<file path="src/rtl/matrix_pkg.sv">
// Shared constants and types for the dual-matrix frame scheduler.
package matrix_pkg;

  localparam int MATRIX_ROWS         = 8;
  localparam int MATRIX_COLS         = 8;
  localparam int ROW_W               = $clog2(MATRIX_ROWS);
  localparam int REFRESH_DIV_DEFAULT = 2500;

  localparam logic SIDE_LEFT  = 1'b0;
  localparam logic SIDE_RIGHT = 1'b1;

  typedef logic [MATRIX_COLS-1:0] col_t;
  typedef logic [MATRIX_ROWS-1:0] row_sel_t;

  typedef enum logic {
    OWNER_A = 1'b0,
    OWNER_B = 1'b1
  } owner_e;

  // Active-low row select: row r pulls bit (MATRIX_ROWS-1-r) low.
  function automatic row_sel_t row_select(input logic [ROW_W-1:0] row);
    row_sel_t sel;
    sel = {1'b1, {(MATRIX_ROWS-1){1'b0}}} >> row;
    return ~sel;
  endfunction

endpackage

</file>
<file path="src/rtl/matrix_write_arbiter.sv">
// Two-way round-robin arbiter for back-buffer writes; grants are combinational.
module matrix_write_arbiter
  import matrix_pkg::*;
(
  input  logic clk,
  input  logic reset,
  input  logic hold,
  input  logic a_req,
  input  logic b_req,
  output logic a_gnt,
  output logic b_gnt
);

  owner_e last_owner;

  always_comb begin
    a_gnt = 1'b0;
    b_gnt = 1'b0;
    if (!hold) begin
      if (a_req && b_req) begin
        a_gnt = (last_owner == OWNER_B);
        b_gnt = (last_owner == OWNER_A);
      end else begin
        a_gnt = a_req;
        b_gnt = b_req;
      end
    end
  end

  // Only an accepted write moves the round-robin pointer.
  always_ff @(posedge clk or negedge reset) begin
    if (!reset) begin
      last_owner <= OWNER_B;
    end else if (a_gnt) begin
      last_owner <= OWNER_A;
    end else if (b_gnt) begin
      last_owner <= OWNER_B;
    end
  end

endmodule

</file>
<file path="src/rtl/matrix_frame_scheduler.sv">
// Double-buffered two-matrix LED scheduler: row refresh divider, tear-free swap
// at the frame boundary, and arbitrated back-buffer writes from two requesters.
module matrix_frame_scheduler
  import matrix_pkg::*;
#(
  parameter int REFRESH_DIV = REFRESH_DIV_DEFAULT
) (
  input  logic       clk,
  input  logic       reset,
  input  logic       a_req,
  input  logic       a_side,
  input  logic [2:0] a_row,
  input  logic [7:0] a_data,
  output logic       a_gnt,
  input  logic       b_req,
  input  logic       b_side,
  input  logic [2:0] b_row,
  input  logic [7:0] b_data,
  output logic       b_gnt,
  input  logic       swap_req,
  input  logic       blank,
  output logic       swap_pending,
  output logic       swap_done,
  output logic       frame_start,
  output logic [7:0] dot_matrix_row,
  output logic [7:0] dot_matrix_left_col,
  output logic [7:0] dot_matrix_right_col
);

  localparam int CNT_W = (REFRESH_DIV < 1) ? 1 : $clog2(REFRESH_DIV + 1);
  localparam logic [CNT_W-1:0] CNT_LAST = CNT_W'(REFRESH_DIV);
  localparam logic [ROW_W-1:0] LAST_ROW = ROW_W'(MATRIX_ROWS - 1);

  logic [CNT_W-1:0] cnt;
  logic [ROW_W-1:0] row_count;
  col_t             front_buf [2][MATRIX_ROWS];
  col_t             back_buf  [2][MATRIX_ROWS];

  logic             expiry;
  logic             boundary;
  logic             do_swap;
  logic             wr_en;
  logic             wr_side;
  logic [ROW_W-1:0] wr_row;
  col_t             wr_data;

  assign expiry   = (cnt == CNT_LAST);
  assign boundary = expiry && (row_count == LAST_ROW);
  assign do_swap  = boundary && swap_pending;

  matrix_write_arbiter u_arbiter (
    .clk   (clk),
    .reset (reset),
    .hold  (swap_pending),
    .a_req (a_req),
    .b_req (b_req),
    .a_gnt (a_gnt),
    .b_gnt (b_gnt)
  );

  always_comb begin
    wr_en   = a_gnt | b_gnt;
    wr_side = b_side;
    wr_row  = b_row;
    wr_data = b_data;
    if (a_gnt) begin
      wr_side = a_side;
      wr_row  = a_row;
      wr_data = a_data;
    end
  end

  always_ff @(posedge clk or negedge reset) begin
    if (!reset) begin
      cnt                  <= '0;
      row_count            <= '0;
      dot_matrix_row       <= '1;
      dot_matrix_left_col  <= '0;
      dot_matrix_right_col <= '0;
      frame_start          <= 1'b0;
    end else begin
      frame_start <= 1'b0;
      if (expiry) begin
        cnt         <= '0;
        row_count   <= row_count + 1'b1;
        frame_start <= (row_count == '0);
        // Blanking only masks the drivers; the scan position keeps moving.
        if (blank) begin
          dot_matrix_row       <= '1;
          dot_matrix_left_col  <= '0;
          dot_matrix_right_col <= '0;
        end else begin
          dot_matrix_row       <= row_select(row_count);
          dot_matrix_left_col  <= front_buf[SIDE_LEFT][row_count];
          dot_matrix_right_col <= front_buf[SIDE_RIGHT][row_count];
        end
      end else begin
        cnt <= cnt + 1'b1;
      end
    end
  end

  // A request landing on the boundary edge itself sees pending=0 and waits a frame.
  always_ff @(posedge clk or negedge reset) begin
    if (!reset) begin
      swap_pending <= 1'b0;
      swap_done    <= 1'b0;
    end else begin
      swap_done <= do_swap;
      if (do_swap) begin
        swap_pending <= 1'b0;
      end else if (swap_req) begin
        swap_pending <= 1'b1;
      end
    end
  end

  // Grants are held off while a swap is pending, so copy and write never collide.
  always_ff @(posedge clk or negedge reset) begin
    if (!reset) begin
      for (int s = 0; s < 2; s++) begin
        for (int r = 0; r < MATRIX_ROWS; r++) begin
          front_buf[s][r] <= '0;
          back_buf[s][r]  <= '0;
        end
      end
    end else begin
      if (do_swap) begin
        for (int s = 0; s < 2; s++) begin
          for (int r = 0; r < MATRIX_ROWS; r++) begin
            front_buf[s][r] <= back_buf[s][r];
          end
        end
      end
      if (wr_en) begin
        back_buf[wr_side][wr_row] <= wr_data;
      end
    end
  end

endmodule

</file>
<file path="config.mk">
export PLATFORM = sky130hd
export DESIGN_NAME = matrix_frame_scheduler
export DESIGN_NICKNAME = d
export VERILOG_FILES = /design/src/rtl/matrix_pkg.sv /design/src/rtl/matrix_write_arbiter.sv /design/src/rtl/matrix_frame_scheduler.sv
export SDC_FILE = /design/constraint.sdc
export NUM_CORES = 1
export LEC_CHECK = 0
export CAP_MARGIN = 40
export CORE_ASPECT_RATIO = 1.25
export CORE_UTILIZATION = 41
export CTS_CLUSTER_DIAMETER = 150
export DETAILED_ROUTE_END_ITERATION = 7
export PLACE_DENSITY = 0.67
export SLEW_MARGIN = 20
export SYNTH_ARGS = -nofsm -noshare
export SYNTH_HDL_FRONTEND = slang
export SYNTH_SLANG_ARGS = --single-unit
</file>
<file path="constraint.sdc">
create_clock -name clk -period 2.79 [get_ports clk]
set_clock_uncertainty 0.15 [all_clocks]
set_input_delay 0.837 -clock clk [delete_from_list [all_inputs] [get_ports clk]]
set_output_delay 0.837 -clock clk [all_outputs]
set_load 0.02 [all_outputs]
</file>
**Word level (Yosys, flattened, before mapping)**

Index checks and enable logic that the tools add are counted.

- Flip-flop bits (word level): 299
- Bits in latches: 0
- RAM bits: 0
- Memory bits (read-only): 0
- Input port bits: 30
- Word-level logic and storage cells: 92
- Memories kept: 0

- $add $sub $neg: 2
- Multipliers: 0
- Divide/modulo/power cells: 0
- Magnitude comparators: 5
- Eq/ne operators: 2
- Shift operators: 1
- Mux-type cells: 27
- Bitwise logic cells: 6
- Reduce and logical (&&, ||, !) cells: 8

Operator list:

| cell | count |
|---|---|
| bitwise mux 128 bit | 1 |
| two-way mux 8 bit | 9 |
| demux 64 bit (select 1 bit) | 1 |
| two-way mux 64 bit | 1 |
| binary-select mux 8 bit (select 3 bit) | 2 |
| demux 8 bit (select 3 bit) | 1 |
| adder 12 x 1 -> 12 bit (second input constant) | 1 |
| equality test 12 bit (second input constant) | 1 |
| two-way mux 12 bit | 1 |
| two-way mux 1 bit | 10 |
| >= comparator 4 bit (second input constant) | 2 |
| NOT 3 -> 4 bit | 2 |
| NOT 8 bit | 1 |
| >> shifter 8 x 3 -> 8 bit (first input constant) | 1 |
| logical AND 1 bit | 5 |
| < comparator 4 x 1 -> 1 bit (second input constant) | 1 |
| nonzero test 2 bit | 2 |
| adder 3 x 1 -> 3 bit (second input constant) | 1 |
| equality test 3 bit (second input constant) | 1 |
| logical NOT 3 bit | 1 |
| two-way mux 3 bit | 1 |
| >= comparator 2 bit (second input constant) | 1 |
| < comparator 2 x 1 -> 1 bit (second input constant) | 1 |
| NOT 1 -> 2 bit | 1 |
| other kinds (2) | 2 |

**Depth between registers and ports, before layout**

- Word-level depth: 12
- Depth in mapped cells: 10
- Mapped depth without buffers: 6

**Modules after synthesis**

Synthesis repeated with hierarchy kept, for this count alone.

- Cells, all modules: 791
- Area, all modules: 12778.5 um2

Modules (own cells, without submodules):

| module | instances | cells each | area each (um2) | sequential area each (um2) |
|---|---|---|---|---|
| matrix_frame_scheduler | 1 | 784 | 12707.2 | 7467.2 |
| matrix_write_arbiter | 1 | 7 | 71.3 | 26.3 |

**Worst setup path after synthesis**

Ideal clock, no wire load.

- Path type: input to register
- Start: input b_req
- End: register back_buf[112] in the netlist's numbering
- Setup time: 0.125 ns
- Arrival: 2.344 ns
- Data required time: 2.515 ns
- Setup slack: 0.171 ns
- Cell stages on the path: 6
- Buffers on the path: 2
- Cell sequence: nor2b_1 buf_2 o32a_1 buf_2 a211oi_2 mux2_2

- Cells in the longest elaborated chain, start to end: 12
- Elaborated cells between the ends (all ways): 22
- Those cells by class: order compare: 4; mux: 12; bitwise: 3; reduce/logical: 3

RTL lines:

| element | RTL line | source |
|---|---|---|
| from (decl) | matrix_frame_scheduler.sv:15 | `input logic b_req,` |
| logical AND 1 bit | matrix_write_arbiter.sv:20 | `if (a_req && b_req) begin` |
| two-way mux 1 bit | matrix_write_arbiter.sv:20 |  |
| two-way mux 1 bit | matrix_write_arbiter.sv:19 | `if (!hold) begin` |
| two-way mux 3 bit | matrix_frame_scheduler.sv:66 | `if (a_gnt) begin` |
| NOT 3 -> 4 bit (implied by the code) | matrix_frame_scheduler.sv:136 | `back_buf[wr_side][wr_row] <= wr_data;` |
| >= comparator 4 bit (implied by the code) / < comparator 4 x 1 -> 1 bit (equally long branches) | matrix_frame_scheduler.sv:136 |  |
| logical AND 1 bit (implied by the code) | matrix_frame_scheduler.sv:136 |  |
| two-way mux 8 bit (implied by the code) | matrix_frame_scheduler.sv:136 |  |
| demux 8 bit (select 3 bit) | matrix_frame_scheduler.sv:136 |  |
| two-way mux 64 bit (implied by the code) | matrix_frame_scheduler.sv:136 |  |
| demux 64 bit (select 1 bit) | matrix_frame_scheduler.sv:136 |  |
| bitwise mux 128 bit | matrix_frame_scheduler.sv:136 |  |
| to (signal, indexed assignment) | matrix_frame_scheduler.sv:136 |  |
| to (decl) | matrix_frame_scheduler.sv:37 | `col_t back_buf [2][MATRIX_ROWS];` |

Parallel ways exist; a longest one is shown, timed or not.
A chain may end at the register's enable or synchronous reset.

**Worst setup path after layout**

- Start: input a_req
- End: output a_gnt

- Cells in the longest elaborated chain, start to end: 3

RTL lines:

| element | RTL line | source |
|---|---|---|
| from (decl) | matrix_frame_scheduler.sv:10 | `input logic a_req,` |
| logical AND 1 bit | matrix_write_arbiter.sv:20 |  |
| two-way mux 1 bit (*) | matrix_write_arbiter.sv:20 |  |
| two-way mux 1 bit (*) | matrix_write_arbiter.sv:19 |  |
| to (decl) | matrix_frame_scheduler.sv:14 | `output logic a_gnt,` |

Mark *: on every way between the ends. The rest lies on a longest branch, timed or not.

==> reports/results.tsv <==
stage	metric	value	unit
run_status	status	finished clean	
synthesis	register area share after synthesis	58.54	%
worst_setup_path	crit path kind	in2out	
synthesis	Avg Inst Size Synth	15.42	µm²
clocking	CTS tree	done	
sta	min cycle time layout	2.740	ns
sta	Worst-Margin Slew	0.6030	ns
worst_setup_path	Arr. time, crit path	1.75	ns
finish	Ant. Diodes	0	
job	number of max-cap violations	0	
synthesis	#FFs+latches synth	299	
finish	nets@finish	968	
sta	setup ws final	0.04965	ns
worst_setup_path	Critical Path End Type	output pin	
synthesis	Ys Warns	0	
floorplanning	IO Pins	59	
synthesis	ys flop type	dfrtp_1	
worst_setup_path	RR Startpoint	cnt[1]	
floorplanning	initial core utilization	42.13	%
sta	RSZ-0062 raised after global routing	false	
synthesis	Distinct cells, synth	50	
power_and_ir_drop	total power	0.008603	W
floorplanning	Rows	71	
clocking	H-tree level count	1	
finish	share of layout cells above drive strength 1	44.47	%
placed_design	Place WS	-0.4652	ns
hold_path	Hold Path Class	in2async	
detailed_routing	# DRC	0	
sta	Hold WS	0.05735	ns
finish	Post-Layout Inst Area	15210	µm²
worst_setup_path	R2R depth	7	
placed_design	routability cong.	0.7707	
finish	most frequent cells in the layout	dfrtp_1, mux2_2, clkdlybuf4s50_1	
floorplanning	die area	31930	µm²
synthesis	Post-synth EDFFs	0	
clocking	Post-CTS Hold Fix Bufs	0	
sta	setup tns final	0	ns
worst_setup_path	CP Max Fanout	3	
synthesis	Syn Nets	868	
clocking	# Post-CTS Setup Buffers	0	
floorplanning	Die Y	199.5	µm
detailed_routing	antenna-violating nets left	0	
detailed_routing	Via density	5.220	
detailed_routing	DRT Pass-1 Iters	4	
floorplanning	Die X	160.0	µm
synthesis	Syn Inst Count	830	
sta	Final setup viols	0	
sta	Slew headroom	59.80	%
detailed_routing	Iter 0 DRT Violations	226	
worst_setup_path	WP data required	1.80	ns
power_and_ir_drop	Leak	7.345	nW
worst_setup_path	flop2flop setup slack	0.23	ns
grt	Total GRT Usage	17.34	%
sta	Tcrit/Tclk final	98.22	%
floorplanning	Core Area	30380	µm²
synthesis	area share of the largest cell type after synthesis	56.70	%
detailed_routing	wire length per cell	19.25	µm
clocking	Max Root-Sink Buffers	3	
synthesis	post-synth top area cell	dfrtp_1	
grt	first-pass GRT wire length	43.12	mm
grt	initial antenna violation count	0	
clocking	clock transition at the registers of the reported paths	0.06	ns
synthesis	ys async rst share	100.0	%
grt	total congestion overflow	0	
clocking	CTS Sinks	299	
worst_setup_path	reg-to-reg endpoint	front_buf[58]	
power_and_ir_drop	power per cell area	565.6	nW/µm²
worst_setup_path	CP startpoint kind	input port	
placed_design	Port Buffers	58	
placed_design	hpwl dp	16.39	mm
clocking	Clock Latency Late Sink	0.54	ns
finish	area grow syn2layout	18.83	%
synthesis	Mapped Area	12800	µm²
synthesis	dominant cells by area after synthesis	dfrtp_1, mux2_2, mux4_2, dfstp_2, mux2i_1	
sta	maximum clock rate	364.9	MHz
power_and_ir_drop	VDD IR max	0.0004060	V
grt	largest net degree at the start of global routing	69	
grt	vias in the first global route	7734	
clocking	Clk Tree Root Cell	clkbuf_16	
placed_design	DP Area	14270	µm²
sta	Hold Violations, Final	0	
detailed_routing	Via Count	7047	
clocking	total CTS buffers	29	
finish	commonest non-fill, non-tap cell in the layout	dfrtp_1	
sta	Final Max Slew Viols	0	
detailed_routing	drt total wl	25.99	mm
## registers in the layout, indices dropped and copies added, names as in the netlist
| register | flops |
|---|---|
| swap_done | 1 |
| back_buf | 128 |
| frame_start | 1 |
| u_arbiter.last_owner | 1 |
| front_buf | 128 |
| row_count | 3 |
| swap_pending | 1 |
| dot_matrix_right_col | 8 |
| cnt | 12 |
| dot_matrix_left_col | 8 |
| dot_matrix_row | 8 |
## worst max-delay path: stages
cell,delay [ns]
clkdlybuf4s50_1,0.50
nor2b_4,0.15
nand2_1,0.08
inv_1,0.06
buf_4,0.13
## final cells by class
class / instances / area [µm²]
fill: 2624 / 15170
timing repair buffer: 118 / 1255
tap: 401 / 501.7
clock inverter: 11 / 142.6
inverter: 10 / 37.54
sequential: 299 / 7497
multi-input combinational: 472 / 4982
clock buffer: 39 / 793.3
## cells by family after synthesis
family          count (synthesis)  synth area share, %
compound gates                 57                3.539
xor+xnor                       10               0.6842
fa+ha+maj                       8               0.7820
buf+inv                        59                2.629
flops                         299                58.54
mux                           313                30.42
simple gates                   84                3.402
## layer usage
metal,global-route usage [%],vias to the layer above,share of wire [%]
met2,31.18,89,52
met5,0,-,0
met1,22.43,3710,43
li1,-,3213,-
met4,3.810,0,1.5
met3,2.076,35,3.0
## timing repair
action | 4_1_cts | 5_1_grt
pin swaps | 0 | 0
endpoints found under the setup margin | 2 | 1
gates cloned | 0 | 0
gates resized for setup | 12 | 2
## worst max path at each step
stage | startpoint | endpoint | slack, ns | depth (start not counted)
after floorplan | b_req | back_buf[112] | 0.17 | 6
after global placement | a_req | a_gnt | -0.48 | 5
after detailed placement | b_req | back_buf[113] | -0.47 | 6
after CTS | a_req | a_gnt | 0.02 | 5
after global routing | a_req | a_gnt | 0.002 | 5
final | a_req | a_gnt | 0.05 | 5
## synthesized netlist by cell type (all sizes together), types with 3 or more instances
cell type  number
dfstp           9
ha              8
nand2          27
a31oi           8
xnor2           6
inv            10
a211oi         11
clkbuf         21
mux2          264
xor2            4
o211ai          5
mux2i          17
nand3           5
nor2b           3
mux4           32
nor2           22
buf            28
o21ai          20
dfrtp         290
nand4           6
and3            6
## metrics by stage
step,util [%],cells
after floorplan,-,830
after global placement,46.97,1300
after detailed placement,46.97,1300
after CTS,50.04,1350
after global routing,50.06,1350
final,50.06,1350
## power by group
part,internal [W],leakage (nW),switching [W]
clock,0.00226,0.454,0.00160
combinational,0.000133,2.87,0.000180
sequential,0.00440,4.02,0.0000287
(Power assumes the default switching activity.)
